File: config.mk
export PLATFORM = sky130hd
export DESIGN_NAME = uart_rx
export DESIGN_NICKNAME = d
export VERILOG_FILES = /design/src/rtl/uart_pkg.sv /design/src/rtl/uart_bit_timer.sv /design/src/rtl/uart_rx.sv
export SDC_FILE = /design/constraint.sdc
export NUM_CORES = 1
export LEC_CHECK = 0
export CAP_MARGIN = 40
export CORE_MARGIN = 2
export CORE_UTILIZATION = 60
export DETAILED_ROUTE_END_ITERATION = 10
export GPL_ROUTABILITY_DRIVEN = 0
export PLACE_DENSITY = 0.85
export SLEW_MARGIN = 20
export SYNTH_ARGS = -nofsm -noshare
export SYNTH_HDL_FRONTEND = slang
export SYNTH_SLANG_ARGS = --single-unit
File: constraint.sdc
create_clock -name clk -period 2.9 [get_ports clk]
set_clock_uncertainty 0.15 [all_clocks]
set_input_delay 0.58 -clock clk [delete_from_list [all_inputs] [get_ports clk]]
set_output_delay 0.58 -clock clk [all_outputs]
set_load 0.1 [all_outputs]
File: src/rtl/uart_pkg.sv
// Shared UART definitions: data width, receiver FSM states and bit-period math.
// The PARITY state exists only when UART_RX_PARITY_EN is defined.
package uart_pkg;

   localparam int unsigned DATA_BITS = 8;

`ifdef UART_RX_PARITY_EN
   typedef enum logic [2:0] {
      IDLE,
      START,
      DATA,
      PARITY,
      STOP,
      WAIT_IDLE
   } rx_state_e;
`else
   typedef enum logic [2:0] {
      IDLE,
      START,
      DATA,
      STOP,
      WAIT_IDLE
   } rx_state_e;
`endif

   // Truncating division; shared with uart_tx so both ends agree on the bit period.
   function automatic int unsigned clks_per_bit(input int unsigned clk_freq,
                                                input int unsigned baud);
      return clk_freq / baud;
   endfunction

endpackage

File: src/rtl/uart_bit_timer.sv
// Loadable down-counter: expire_o pulses on the last enabled cycle of a loaded
// period, so a reload on expiry yields an exact period of load_val_i cycles.
module uart_bit_timer #(
   parameter int unsigned WIDTH = 10
) (
   input  logic             clk,
   input  logic             reset_n,
   input  logic             load_i,
   input  logic [WIDTH-1:0] load_val_i,
   input  logic             en_i,
   output logic             expire_o
);

   logic [WIDTH-1:0] cnt_q, cnt_d;

   // NOTE: every signal written here gets a default first, so no path infers a latch.
   always_comb begin
      cnt_d = cnt_q;
      if (load_i) begin
         cnt_d = load_val_i;
      end else if (en_i && (cnt_q != '0)) begin
         cnt_d = cnt_q - 1'b1;
      end
   end

   assign expire_o = en_i && (cnt_q == WIDTH'(1));

   // NOTE: state registers use non-blocking assignment so all flops see pre-edge values.
   always_ff @(posedge clk or negedge reset_n) begin
      if (!reset_n) begin
         cnt_q <= '0;
      end else begin
         cnt_q <= cnt_d;
      end
   end

endmodule

File: src/rtl/uart_rx.sv
// UART receiver, 8N1 by default; defining UART_RX_PARITY_EN adds one even-parity
// bit after the data bits. Bytes are held on data/valid until handshaken.
module uart_rx
   import uart_pkg::*;
#(
   parameter int unsigned CLK_FREQ = 100000000,
   parameter int unsigned BAUD     = 115200
) (
   input  logic                 clk,
   input  logic                 reset_n,
   input  logic                 rxd,
   output logic [DATA_BITS-1:0] data,
   output logic                 valid,
   input  logic                 ready,
   output logic                 frame_err,
   output logic                 overrun,
   output logic                 parity_err
);

   localparam int unsigned CPB  = clks_per_bit(CLK_FREQ, BAUD);
   localparam int unsigned HALF = CPB / 2;
   localparam int unsigned TW   = $clog2(CPB + 1);
   localparam int unsigned BCW  = $clog2(DATA_BITS);

   localparam logic [TW-1:0]  CPB_T    = TW'(CPB);
   localparam logic [TW-1:0]  HALF_T   = TW'(HALF);
   localparam logic [BCW-1:0] LAST_BIT = BCW'(DATA_BITS - 1);

   rx_state_e            state_q, state_d;
   logic                 rxd_meta_q, rxd_sync_q;
   logic [BCW-1:0]       bit_cnt_q, bit_cnt_d;
   logic [DATA_BITS-1:0] shift_q, shift_d;
   logic [DATA_BITS-1:0] data_q, data_d;
   logic                 valid_q, valid_d;
   logic                 frame_err_q, overrun_q, overrun_d;

   logic                 tmr_load, tmr_en, tmr_expire;
   logic [TW-1:0]        tmr_val;
   logic                 deliver, stop_bad;

`ifdef UART_RX_PARITY_EN
   logic                 par_bad_q, par_bad_d;
   logic                 parity_err_q, parity_err_d;
`endif

   uart_bit_timer #(
      .WIDTH(TW)
   ) u_timer (
      .clk       (clk),
      .reset_n   (reset_n),
      .load_i    (tmr_load),
      .load_val_i(tmr_val),
      .en_i      (tmr_en),
      .expire_o  (tmr_expire)
   );

   assign tmr_en = (state_q != IDLE) && (state_q != WAIT_IDLE);

   always_comb begin
      state_d   = state_q;
      bit_cnt_d = bit_cnt_q;
      shift_d   = shift_q;
      tmr_load  = 1'b0;
      tmr_val   = CPB_T;
      deliver   = 1'b0;
      stop_bad  = 1'b0;
`ifdef UART_RX_PARITY_EN
      par_bad_d = par_bad_q;
`endif
      case (state_q)
         IDLE: begin
            if (!rxd_sync_q) begin
               tmr_load = 1'b1;
               tmr_val  = HALF_T;
               state_d  = START;
            end
         end
         START: begin
            // A start bit that is high again at mid-bit was a glitch.
            if (tmr_expire) begin
               if (!rxd_sync_q) begin
                  tmr_load  = 1'b1;
                  bit_cnt_d = '0;
                  state_d   = DATA;
               end else begin
                  state_d = IDLE;
               end
            end
         end
         DATA: begin
            if (tmr_expire) begin
               shift_d  = {rxd_sync_q, shift_q[DATA_BITS-1:1]};
               tmr_load = 1'b1;
               if (bit_cnt_q == LAST_BIT) begin
`ifdef UART_RX_PARITY_EN
                  state_d = PARITY;
`else
                  state_d = STOP;
`endif
               end else begin
                  bit_cnt_d = bit_cnt_q + 1'b1;
               end
            end
         end
`ifdef UART_RX_PARITY_EN
         PARITY: begin
            if (tmr_expire) begin
               par_bad_d = rxd_sync_q != (^shift_q);
               tmr_load  = 1'b1;
               state_d   = STOP;
            end
         end
`endif
         STOP: begin
            if (tmr_expire) begin
               if (rxd_sync_q) begin
                  deliver = 1'b1;
                  state_d = IDLE;
               end else begin
                  stop_bad = 1'b1;
                  state_d  = WAIT_IDLE;
               end
            end
         end
         WAIT_IDLE: begin
            if (rxd_sync_q) begin
               state_d = IDLE;
            end
         end
         default: state_d = IDLE;
      endcase
   end

   // A delivery always sets valid; a handshake only clears it when nothing new arrives.
   always_comb begin
      valid_d   = deliver || (valid_q && !ready);
      data_d    = deliver ? shift_q : data_q;
      overrun_d = deliver && valid_q && !ready;
`ifdef UART_RX_PARITY_EN
      parity_err_d = deliver && par_bad_q;
`endif
   end

   always_ff @(posedge clk or negedge reset_n) begin
      if (!reset_n) begin
         state_q     <= IDLE;
         rxd_meta_q  <= 1'b1;
         rxd_sync_q  <= 1'b1;
         bit_cnt_q   <= '0;
         shift_q     <= '0;
         data_q      <= '0;
         valid_q     <= 1'b0;
         frame_err_q <= 1'b0;
         overrun_q   <= 1'b0;
`ifdef UART_RX_PARITY_EN
         par_bad_q    <= 1'b0;
         parity_err_q <= 1'b0;
`endif
      end else begin
         state_q     <= state_d;
         rxd_meta_q  <= rxd;
         rxd_sync_q  <= rxd_meta_q;
         bit_cnt_q   <= bit_cnt_d;
         shift_q     <= shift_d;
         data_q      <= data_d;
         valid_q     <= valid_d;
         frame_err_q <= stop_bad;
         overrun_q   <= overrun_d;
`ifdef UART_RX_PARITY_EN
         par_bad_q    <= par_bad_d;
         parity_err_q <= parity_err_d;
`endif
      end
   end

   assign data      = data_q;
   assign valid     = valid_q;
   assign frame_err = frame_err_q;
   assign overrun   = overrun_q;
`ifdef UART_RX_PARITY_EN
   assign parity_err = parity_err_q;
`else
   assign parity_err = 1'b0;
`endif

endmodule

==> results.json <==
{
  "dr_wl_met3_um": 229,
  "fillers": 210,
  "min_period_ps": 2220,
  "finalSetupViolations": 0,
  "first_pass_iters": 8,
  "grt_first_pass_wirelength_mm": 5.98,
  "grt_start_max_net_pins": 38,
  "drt-initial-drc-count": 126,
  "stdcell_count": 201,
  "slew_viol_final": 0,
  "cts_tree": "yes",
  "failed_checks": "DRC",
  "clk_pin_slew_ps": 110,
  "fin_crit_sh": 0.767,
  "grt_antenna_before_repair": 0,
  "dp_hpwl_mm": 2.39,
  "setup_slack_ps": 675,
  "place_area_mm2": 0.00192,
  "maxSlewHeadroom": 0.508,
  "crit_path_max_fanout": 7,
  "hold_viol": 0,
  "powerDensity_mw_per_mm2": 410,
  "cap_violations": 0,
  "die_y_um": 58.7,
  "end_kind": "register",
  "wl_met1_mm": 1.43,
  "clkLatencyLatePin_ps": 350,
  "synth.distinct_cells": 45,
  "wl_per_cell_um": 17.0,
  "track_usage": 0.236,
  "ir_drop_mv": 0.385,
  "cts_made_buffers": 5,
  "drc_errors": 1,
  "num_vias": 1300,
  "cts-resized-gates": 0,
  "core_mm2": 0.00281,
  "wl_mm": 3.41,
  "yosys_warnings": 0,
  "synth-seq-cells": 37,
  "netlist_area_mm2": 0.00179,
  "clockBufferDepth": 2,
  "die_x_um": 58.7,
  "initial_core_util": 0.639,
  "p_leak_uw": 0.000936,
  "critPathRequiredTime_ps": 3040,
  "rsz0062_at_grt": "no",
  "rows": 19,
  "synth_edf_count": 0,
  "post-cts-setup-buffers": 0,
  "synth_flop_cell": "dfrtp_1",
  "hp-class": "reg -> reg",
  "grt-ovfl-total": 0,
  "fin_util": 0.704,
  "async_flop_share": 1.00,
  "wl_met2_mm": 1.70,
  "worstPathArrival_ps": 2360,
  "pre_cts_ws_ps": 744,
  "syn-num-nets": 163,
  "diodes": 0,
  "status": "finished, violations left",
  "grt_pass1_vias": 1311,
  "io_buffers": 14,
  "synth_cells": 154,
  "start_kind": "register",
  "drive_gt1_frac": 0.276,
  "clock_sinks": 37,
  "fin_setup_tns_ps": 0,
  "cts_hold_buf": 0,
  "ios": 16,
  "die_area_mm2": 0.00344,
  "syn_avg_cell_area_um2": 11.6,
  "place_inst": 193,
  "top_layer_used": "met4",
  "tightest_slew_ps": 730,
  "areaGrowthSynthToFinish_pct": 10.1,
  "ant_nets": 0,
  "nets": 178,
  "final_area_mm2": 0.00197,
  "multi_input_area_um2": 802,
  "root_buffer": "clkbuf_4",
  "routed_via_density": 6.47,
  "yosysSeqAreaShare": 0.518,
  "critPathKind": "reg -> reg",
  "htree_levels": 2,
  "fmax_ghz": 0.449,
  "seq_area_um2": 928
}
-- cells in the final DEF (no fill, tap or decap), drive strengths merged, types with 2 or more instances in the layout --
cell,n
o21ai,4
or3,3
nor3b,2
o41ai,2
o31ai,2
nor3,5
a21oi,5
inv,4
nand4,2
nand3,8
nor2,9
nor4,3
dfrtp,35
and3,4
a31oi,4
clkbuf,5
nor4b,3
mux2,17
clkinv,2
clkdlybuf4s50,3
buf,14
a22o,2
dfstp,2
or4,5
ha,5
nand2,6
-- state kept, by name, indices dropped and copies added, names as in the netlist --
name,flops
u_timer.cnt_q,10
data,8
shift_q,8
bit_cnt_q,3
state_q,3
frame_err,1
overrun,1
rxd_meta_q,1
rxd_sync_q,1
valid,1
-- cell type report --
cell class | instances | area share
clock buffers | 5 | 0.0190
clock inverters | 3 | 0.00887
inverters | 4 | 0.00760
multi-input cells | 104 | 0.406
flip-flops and latches | 37 | 0.470
well taps | 31 | 0.0196
repair buffers | 17 | 0.0684
-- final timing paths --
kind | slack (ps) | to | from | depth (start not counted)
max | 680 | bit_cnt_q[0] | u_timer.cnt_q[1] | 6
min | 220 | rxd_sync_q | rxd_meta_q | 0
max reg2reg | 680 | bit_cnt_q[0] | u_timer.cnt_q[1] | 6
min reg2reg | 220 | rxd_sync_q | rxd_meta_q | 0
max in group asynchronous | 1750 | rxd_meta_q | reset_n | 2
min in group asynchronous | 490 | u_timer.cnt_q[5] | reset_n | 2
-- stage by stage --
| stage | power (µW) | hold slack, ps |
|---|---|---|
| finish | 809 | 218 |
| CTS | 820 | 221 |
| global placement | 553 | 199 |
| global route | 845 | 223 |
| detailed placement | 554 | 206 |
| floorplan | 539 | 134 |
-- where the power goes --
group	total, µW	switching (µW)	internal (µW)	leakage, µW
Sequential	521	2.21	518	0.000491
Clock	266	175	91.3	0.0000310
Combinational	22.5	17.1	5.40	0.000415
-- critical path, stage by stage, from the launching register on --
cell and delay, ps:
dfrtp_1 410, inv_1 100, ha_1 160, nor4b_4 300
nand4_1 370, nor3_1 460, mux2_2 230
-- cells by family after synthesis --
kind of cell / Yosys count / share of synthesized area
mux: 18 / 0.112
simple gates: 54 / 0.196
compound gates: 25 / 0.0970
xor+xnor: 1 / 0.00489
other cells: 1 / 0.00209
fa+ha+maj: 5 / 0.0349
buf+inv: 13 / 0.0349
flops: 37 / 0.518
-- routing by layer --
metal  track usage  up-vias
met5             0        -
met4         0.107        0
met3        0.0769        5
met2         0.376       51
met1         0.294      638
li1              -      606
-- cell usage after synthesis, types with 2 or more instances --
| master | count | area (µm²) |
|---|---|---|
| dfrtp_1 | 35 | 876 |
| buf_2 | 2 | 10.0 |
| nor2_1 | 9 | 33.8 |
| a31oi_1 | 4 | 25.0 |
| clkbuf_1 | 4 | 15.0 |
| inv_1 | 4 | 15.0 |
| ha_1 | 5 | 62.6 |
| nor4_1 | 3 | 18.8 |
| o41ai_1 | 2 | 17.5 |
| nand4_1 | 2 | 12.5 |
| nand2_1 | 6 | 22.5 |
| or4_1 | 3 | 22.5 |
| o21ai_0 | 4 | 20.0 |
| nor3_1 | 4 | 20.0 |
| a21oi_1 | 5 | 25.0 |
| dfstp_2 | 2 | 52.6 |
| o31ai_1 | 2 | 15.0 |
| or4_4 | 2 | 22.5 |
| nand3_1 | 7 | 35.0 |
| or3_1 | 3 | 18.8 |
| and3_1 | 4 | 25.0 |
| nor3b_1 | 2 | 15.0 |
| a22o_1 | 2 | 17.5 |
| mux2_2 | 17 | 191 |
Power figures use the tool's default switching activity.
